**src/rtl/alu_op_sequencer.sv**
```systemverilog
`default_nettype none
// ============================================================================
// Module      : alu_op_sequencer
// Description : Operand/issue stage for the combinational ALU datapath. Holds
//               a register file, issues registered operands, captures the ALU
//               result after a fixed settle time and writes it back.
// Revision    : 1.0 - initial release
// ============================================================================
module alu_op_sequencer #(
  parameter int DATA_W   = 32,
  parameter int NUM_REGS = 32,
  parameter int ALU_WAIT = 1
) (
  input  logic              clk,
  input  logic              rst,
  input  logic              cmd_valid,
  output logic              cmd_ready,
  input  logic [4:0]        cmd_op,
  input  logic [4:0]        cmd_rs,
  input  logic [4:0]        cmd_rt,
  input  logic [4:0]        cmd_rd,
  input  logic [DATA_W-1:0] cmd_imm,
  output logic [DATA_W-1:0] alu_a,
  output logic [DATA_W-1:0] alu_b,
  output logic [4:0]        alu_op,
  input  logic [DATA_W-1:0] alu_out,
  output logic              done,
  output logic [DATA_W-1:0] done_data,
  output logic              err,
  input  logic [4:0]        dbg_addr,
  output logic [DATA_W-1:0] dbg_data
);

  localparam logic [4:0] OP_LAST_ALU = 5'h06;
  localparam logic [4:0] OP_LOAD     = 5'h1F;
  localparam logic [4:0] OP_NOP      = 5'h00;
  localparam logic [3:0] WAIT_INIT   = 4'(ALU_WAIT - 1);

  typedef enum logic [2:0] {
    S_IDLE = 3'd0,
    S_READ = 3'd1,
    S_WAIT = 3'd2,
    S_LOAD = 3'd3,
    S_ERR  = 3'd4,
    S_DONE = 3'd5
  } state_t;

  state_t            state;
  logic [3:0]        cnt;
  logic [4:0]        op_q;
  logic [4:0]        rs_q;
  logic [4:0]        rt_q;
  logic [4:0]        rd_q;
  logic [DATA_W-1:0] imm_q;
  logic [DATA_W-1:0] regs [NUM_REGS];

  logic [DATA_W-1:0] rs_val;
  logic [DATA_W-1:0] rt_val;

  // Register 0 is hard-wired to zero on every read path.
  assign rs_val    = (rs_q == 5'd0)     ? '0 : regs[rs_q];
  assign rt_val    = (rt_q == 5'd0)     ? '0 : regs[rt_q];
  assign dbg_data  = (dbg_addr == 5'd0) ? '0 : regs[dbg_addr];
  assign cmd_ready = (state == S_IDLE) && !rst;

  always_ff @(posedge clk or posedge rst) begin
    if (rst) begin
      state     <= S_IDLE;
      cnt       <= 4'd0;
      op_q      <= 5'd0;
      rs_q      <= 5'd0;
      rt_q      <= 5'd0;
      rd_q      <= 5'd0;
      imm_q     <= '0;
      alu_a     <= '0;
      alu_b     <= '0;
      alu_op    <= OP_NOP;
      done      <= 1'b0;
      done_data <= '0;
      err       <= 1'b0;
      for (int i = 0; i < NUM_REGS; i++) begin
        regs[i] <= '0;
      end
    end else begin
      done <= 1'b0;
      err  <= 1'b0;
      case (state)
        S_IDLE: begin
          if (cmd_valid) begin
            op_q  <= cmd_op;
            rs_q  <= cmd_rs;
            rt_q  <= cmd_rt;
            rd_q  <= cmd_rd;
            imm_q <= cmd_imm;
            if (cmd_op <= OP_LAST_ALU) begin
              state <= S_READ;
            end else if (cmd_op == OP_LOAD) begin
              state <= S_LOAD;
            end else begin
              state <= S_ERR;
            end
          end
        end
        S_READ: begin
          alu_a  <= rs_val;
          alu_b  <= rt_val;
          alu_op <= op_q;
          cnt    <= WAIT_INIT;
          state  <= S_WAIT;
        end
        S_WAIT: begin
          // alu_out is sampled only on the final settle edge.
          if (cnt == 4'd0) begin
            if (rd_q != 5'd0) begin
              regs[rd_q] <= alu_out;
            end
            done_data <= alu_out;
            done      <= 1'b1;
            state     <= S_DONE;
          end else begin
            cnt <= cnt - 4'd1;
          end
        end
        S_LOAD: begin
          if (rd_q != 5'd0) begin
            regs[rd_q] <= imm_q;
          end
          done_data <= imm_q;
          done      <= 1'b1;
          state     <= S_DONE;
        end
        S_ERR: begin
          done  <= 1'b1;
          err   <= 1'b1;
          state <= S_DONE;
        end
        S_DONE: begin
          state <= S_IDLE;
        end
        default: begin
          state <= S_IDLE;
        end
      endcase
    end
  end

endmodule
`default_nettype wire

```
**config.mk**
```make
export PLATFORM = sky130hd
export DESIGN_NAME = alu_op_sequencer
export DESIGN_NICKNAME = d
export VERILOG_FILES = /design/src/rtl/alu_op_sequencer.sv
export SDC_FILE = /design/constraint.sdc
export NUM_CORES = 2
export LEC_CHECK = 0
export CAP_MARGIN = 20
export CELL_PAD_IN_SITES_DETAIL_PLACEMENT = 1
export CELL_PAD_IN_SITES_GLOBAL_PLACEMENT = 1
export CORE_ASPECT_RATIO = 1.25
export CORE_MARGIN = 4
export CORE_UTILIZATION = 35
export CTS_CLUSTER_SIZE = 30
export DETAILED_ROUTE_END_ITERATION = 10
export GPL_TIMING_DRIVEN = 0
export PLACE_DENSITY_LB_ADDON = 0.1
export SYNTH_ARGS = -nofsm -noshare
export SYNTH_HDL_FRONTEND = slang
export SYNTH_SLANG_ARGS = --single-unit
```
**constraint.sdc**
```tcl
create_clock -name clk -period 45.3 [get_ports clk]
set_input_delay 9.06 -clock clk [delete_from_list [all_inputs] [get_ports clk]]
set_output_delay 9.06 -clock clk [all_outputs]
set_load 0.005 [all_outputs]
```
==> impl_metrics.py <==
metrics = {
    "placement": {
        "buffer_ports.inserted": 223,
        "rd_place_congestion": 1.034,
        "hpwlAfterDp_mm": 374.5,
        "placedCellCount": 9294,
    },
    "clock_tree": {
        "cts.reportedPaths.clkPinSlew_ps": 60,
        "clk_latency_ps": 870,
        "tritoncts.num_buffers": 144,
        "cts_repair_resize_count": 0,
        "cts_post_setup_buffers_inserted": 0,
        "clk_root_buffer_cell": "sky130_fd_sc_hd__clkbuf_16",
        "cts_tree": "yes",
        "clock_sink_count": 1186,
        "clk_path_buf_depth": 3,
        "cts_htree_levels": 4,
        "ctsHoldBuffers": 0,
    },
    "worst_setup_path": {
        "cp-endpoint": "dbg_data[12]",
        "critical_path_buf_inv_count": 5,
        "worstPathCellList": "clkbuf_1, clkbuf_1, clkbuf_2, clkbuf_1, nor2_1, a221oi_1, a21oi_1, clkdlybuf4s50_1",
        "cp-end-kind": "output port",
        "critPathMaxStageDelay_ps": 1220,
        "arrival_ps": 14520,
        "crit_cells": 8,
        "cp_slowest_cell": "sky130_fd_sc_hd__a221oi_1",
        "r2r_end": "alu_a[7]$_DFFE_PP0P_",
        "startpoint_type": "primary input",
        "rr_worst_depth": 9,
        "worst_r2r_startpoint": "rs_q[0]$_DFFE_PP0P_",
        "crit_top_cell": "sky130_fd_sc_hd__clkbuf_1",
        "crit_type": "in -> out",
        "startpoint": "dbg_addr[2]",
        "critical-path-top-delay-family": "buffers and inverters",
        "timing.critical_path.fanout_max": 10,
        "setup.reg_to_reg.worst_slack_ps": 40180,
        "critPathRequiredTime_ps": 36240,
    },
    "sta": {
        "skew_ps": 41.02,
        "timing.slew.headroom_pct": -5.471,
        "sum_of_negative_setup_slack_ps": 0,
        "setup_viol_count_final": 0,
        "tightestPinTransition_ps": 1582,
        "fmax_mhz": 42.42,
        "share_of_the_clock_period_used_by_the_worst_path_after_layout_pct": 52.04,
        "period_minus_slack_ps": 23570,
        "grt_setup_unrepaired": "no",
        "final_max_slew_viols": 2,
        "hold_viol": 0,
    },
    "synth": {
        "ys_seq_elements": 1186,
        "syn_std_cell_area_um2": 67900,
        "number_of_synthesized_flops_with_an_enable_pin": 0,
        "ys.flop_type": "sky130_fd_sc_hd__dfrtp_1",
        "synth.most_common_cell": "sky130_fd_sc_hd__nand2_1",
        "syn_nets": 6494,
        "part_of_the_yosys_area_used_for_sequential_elements_pct": 43.71,
        "netlist.top_cell.by_area": "sky130_fd_sc_hd__dfrtp_1",
        "ys_top_cells_by_count": "1228 x sky130_fd_sc_hd__nand2_1, 1186 x sky130_fd_sc_hd__dfrtp_1, 1016 x sky130_fd_sc_hd__o21ai_0",
        "yosysTopAreaCellShare_pct": 43.71,
        "synth.lib_cells_used.distinct": 54,
        "synthesized_area_divided_by_synthesized_cell_count_um2": 10.61,
        "synth_area_leaders": "sky130_fd_sc_hd__dfrtp_1 44%, sky130_fd_sc_hd__mux4_2 16%, sky130_fd_sc_hd__mux2i_1 9.2%",
        "cell_count_after_synthesis": 6401,
        "synthArstFlopShare_pct": 100.0,
        "ys_warn_count": 0,
    },
    "flow_run": {
        "max_cap_viols": 0,
    },
    "floorplan": {
        "die_height_um": 500.4,
        "io_pins": 228,
        "die_area_um2": 201100,
        "core_um2": 192800,
        "fp.dieW_um": 401.9,
        "start_util_pct": 35.22,
        "std_cell_rows": 180,
    },
    "global_route": {
        "global_route.peak_usage_layer": "met2",
        "grt_pass1_vias": 63940,
        "globalRouteMet3Util_pct": 19.02,
        "grt_use_met1_pct": 60.11,
        "gr-usage-met2_pct": 65.75,
        "grt_max_degree": 120,
        "gr-usage-all-layers_pct": 48.17,
        "grt_first_pass_wirelength_mm": 639.5,
        "grt.overflow.total": 0,
        "antenna_found_initial": 90,
    },
    "drt": {
        "dr.pass1.iters": 6,
        "drt-total-wl_mm": 494.4,
        "final_antenna_net_count": 0,
        "via_per_inst": 7.011,
        "wl_per_cell_um": 51.41,
        "route.vias.total": 67440,
        "post-route-drc-count": 0,
        "detail_route.iter0.violations": 10960,
    },
    "outcome": {
        "violations": "slew limit",
        "result_of_the_run": "finished, violations left",
    },
    "worst_hold_path": {
        "hold_path_class": "reg -> reg",
    },
    "layout": {
        "design.final.nets": 7001,
        "fin_cells": 9618,
        "layout-drive-gt1-share_pct": 18.07,
        "layout-area-overhead-vs-synth_pct": 19.11,
    },
    "power_and_ir_drop": {
        "total_leakage_power_nw": 34.14,
        "pwr_dens_nw_per_um2": 86.80,
        "ir_drop_mv": 0.05088,
    },
}
cells by family after synthesis:
family / count (synthesis) / synth area share (%)
buf+inv: 701 / 4.172
mux: 1270 / 27.92
flops: 1186 / 43.71
compound gates: 1677 / 14.61
fa+ha+maj: 1 / 0.01842
xor+xnor: 2 / 0.02580
simple gates: 1564 / 9.546
flip-flops by register name, indices dropped and copies added (netlist names), 3 cells and up:
name and cells:
rt_q 5, cnt 4, done_data 32, imm_q 32, state 3, alu_op 5, regs 1024, op_q 5
rd_q 5, alu_b 32, rs_q 5, alu_a 32
where the power goes:
part,leakage (nW),internal (mW),switching [mW]
clock,2.34,0.688,0.536
sequential,11.9,1.45,0.579
combinational,19.9,1.23,2.54
how the worst min path moves through the flow:
stage	to	cells past startpoint	slack, ps	start
floorplan	alu_op[0]$_DFFE_PP0P_	2	430	op_q[0]$_DFFE_PP0P_
global placement	alu_op[3]$_DFFE_PP0P_	2	450	op_q[3]$_DFFE_PP0P_
detailed placement	alu_op[0]$_DFFE_PP0P_	2	460	op_q[0]$_DFFE_PP0P_
CTS	alu_op[0]$_DFFE_PP0P_	2	470	op_q[0]$_DFFE_PP0P_
global route	alu_op[4]$_DFFE_PP0P_	2	500	op_q[4]$_DFFE_PP0P_
finish	alu_op[1]$_DFFE_PP0P_	2	480	op_q[1]$_DFFE_PP0P_
final cells by class:
cell class	count	area [µm²]
Timing Repair Buffer	361	4781
Inverter	8	37.54
Antenna cell	53	132.6
Fill cell	21210	111900
Sequential cell	1186	29680
Clock inverter	40	464.2
Tap cell	2548	3188
Buffer	693	2895
Multi-Input combinational cell	4514	35420
Clock buffer	215	4277
layer usage:
| layer | vias up | part of all wire (%) |
|---|---|---|
| li1 | 24760 | - |
| met1 | 35430 | 37 |
| met2 | 5676 | 40 |
| met5 | - | 0.032 |
| met4 | 22 | 9.7 |
| met3 | 1554 | 13 |
placed cells by master, fill, tap and decap left out, drive strengths merged, types with 5 or more instances in the layout:
| cell type | instances |
|---|---|
| a2111oi | 9 |
| a211oi | 52 |
| a21oi | 174 |
| a221oi | 114 |
| a22oi | 132 |
| a311oi | 7 |
| a31oi | 8 |
| and2 | 5 |
| and3 | 16 |
| and4 | 16 |
| buf | 339 |
| bufinv | 6 |
| clkbuf | 707 |
| clkdlybuf4s50 | 223 |
| clkinv | 30 |
| dfrtp | 1186 |
| diode | 53 |
| inv | 11 |
| mux2 | 160 |
| mux2i | 627 |
| mux4 | 483 |
| nand2 | 1251 |
| nand2b | 8 |
| nand3 | 40 |
| nand4 | 44 |
| nor2 | 97 |
| nor2b | 36 |
| nor3 | 9 |
| nor3b | 9 |
| nor4 | 20 |
| o2111a | 13 |
| o2111ai | 5 |
| o21ai | 1043 |
| o221ai | 71 |
| o22a | 23 |
| o22ai | 12 |
| o32ai | 6 |
per-stage QoR:
stage	setup WS, ps	instance area (µm²)	hold slack (ps)	util, %	power, mW
floorplan	2830	67900	434.8	-	3.403
global placement	-14670	73320	448.0	38.03	5.302
detailed placement	22160	75770	457.8	39.30	5.494
CTS	22160	80510	473.1	41.76	6.710
global route	22090	80770	497.8	41.90	7.023
finish	21730	80870	475.8	41.95	7.020
worst min-delay path, delay by kind of cell (launching register included):
kind / cells / cell delay, ps
DFF: 1 / 340
and+or+nand+nor: 2 / 100
Note: power is estimated with default switching activity, not from simulation.
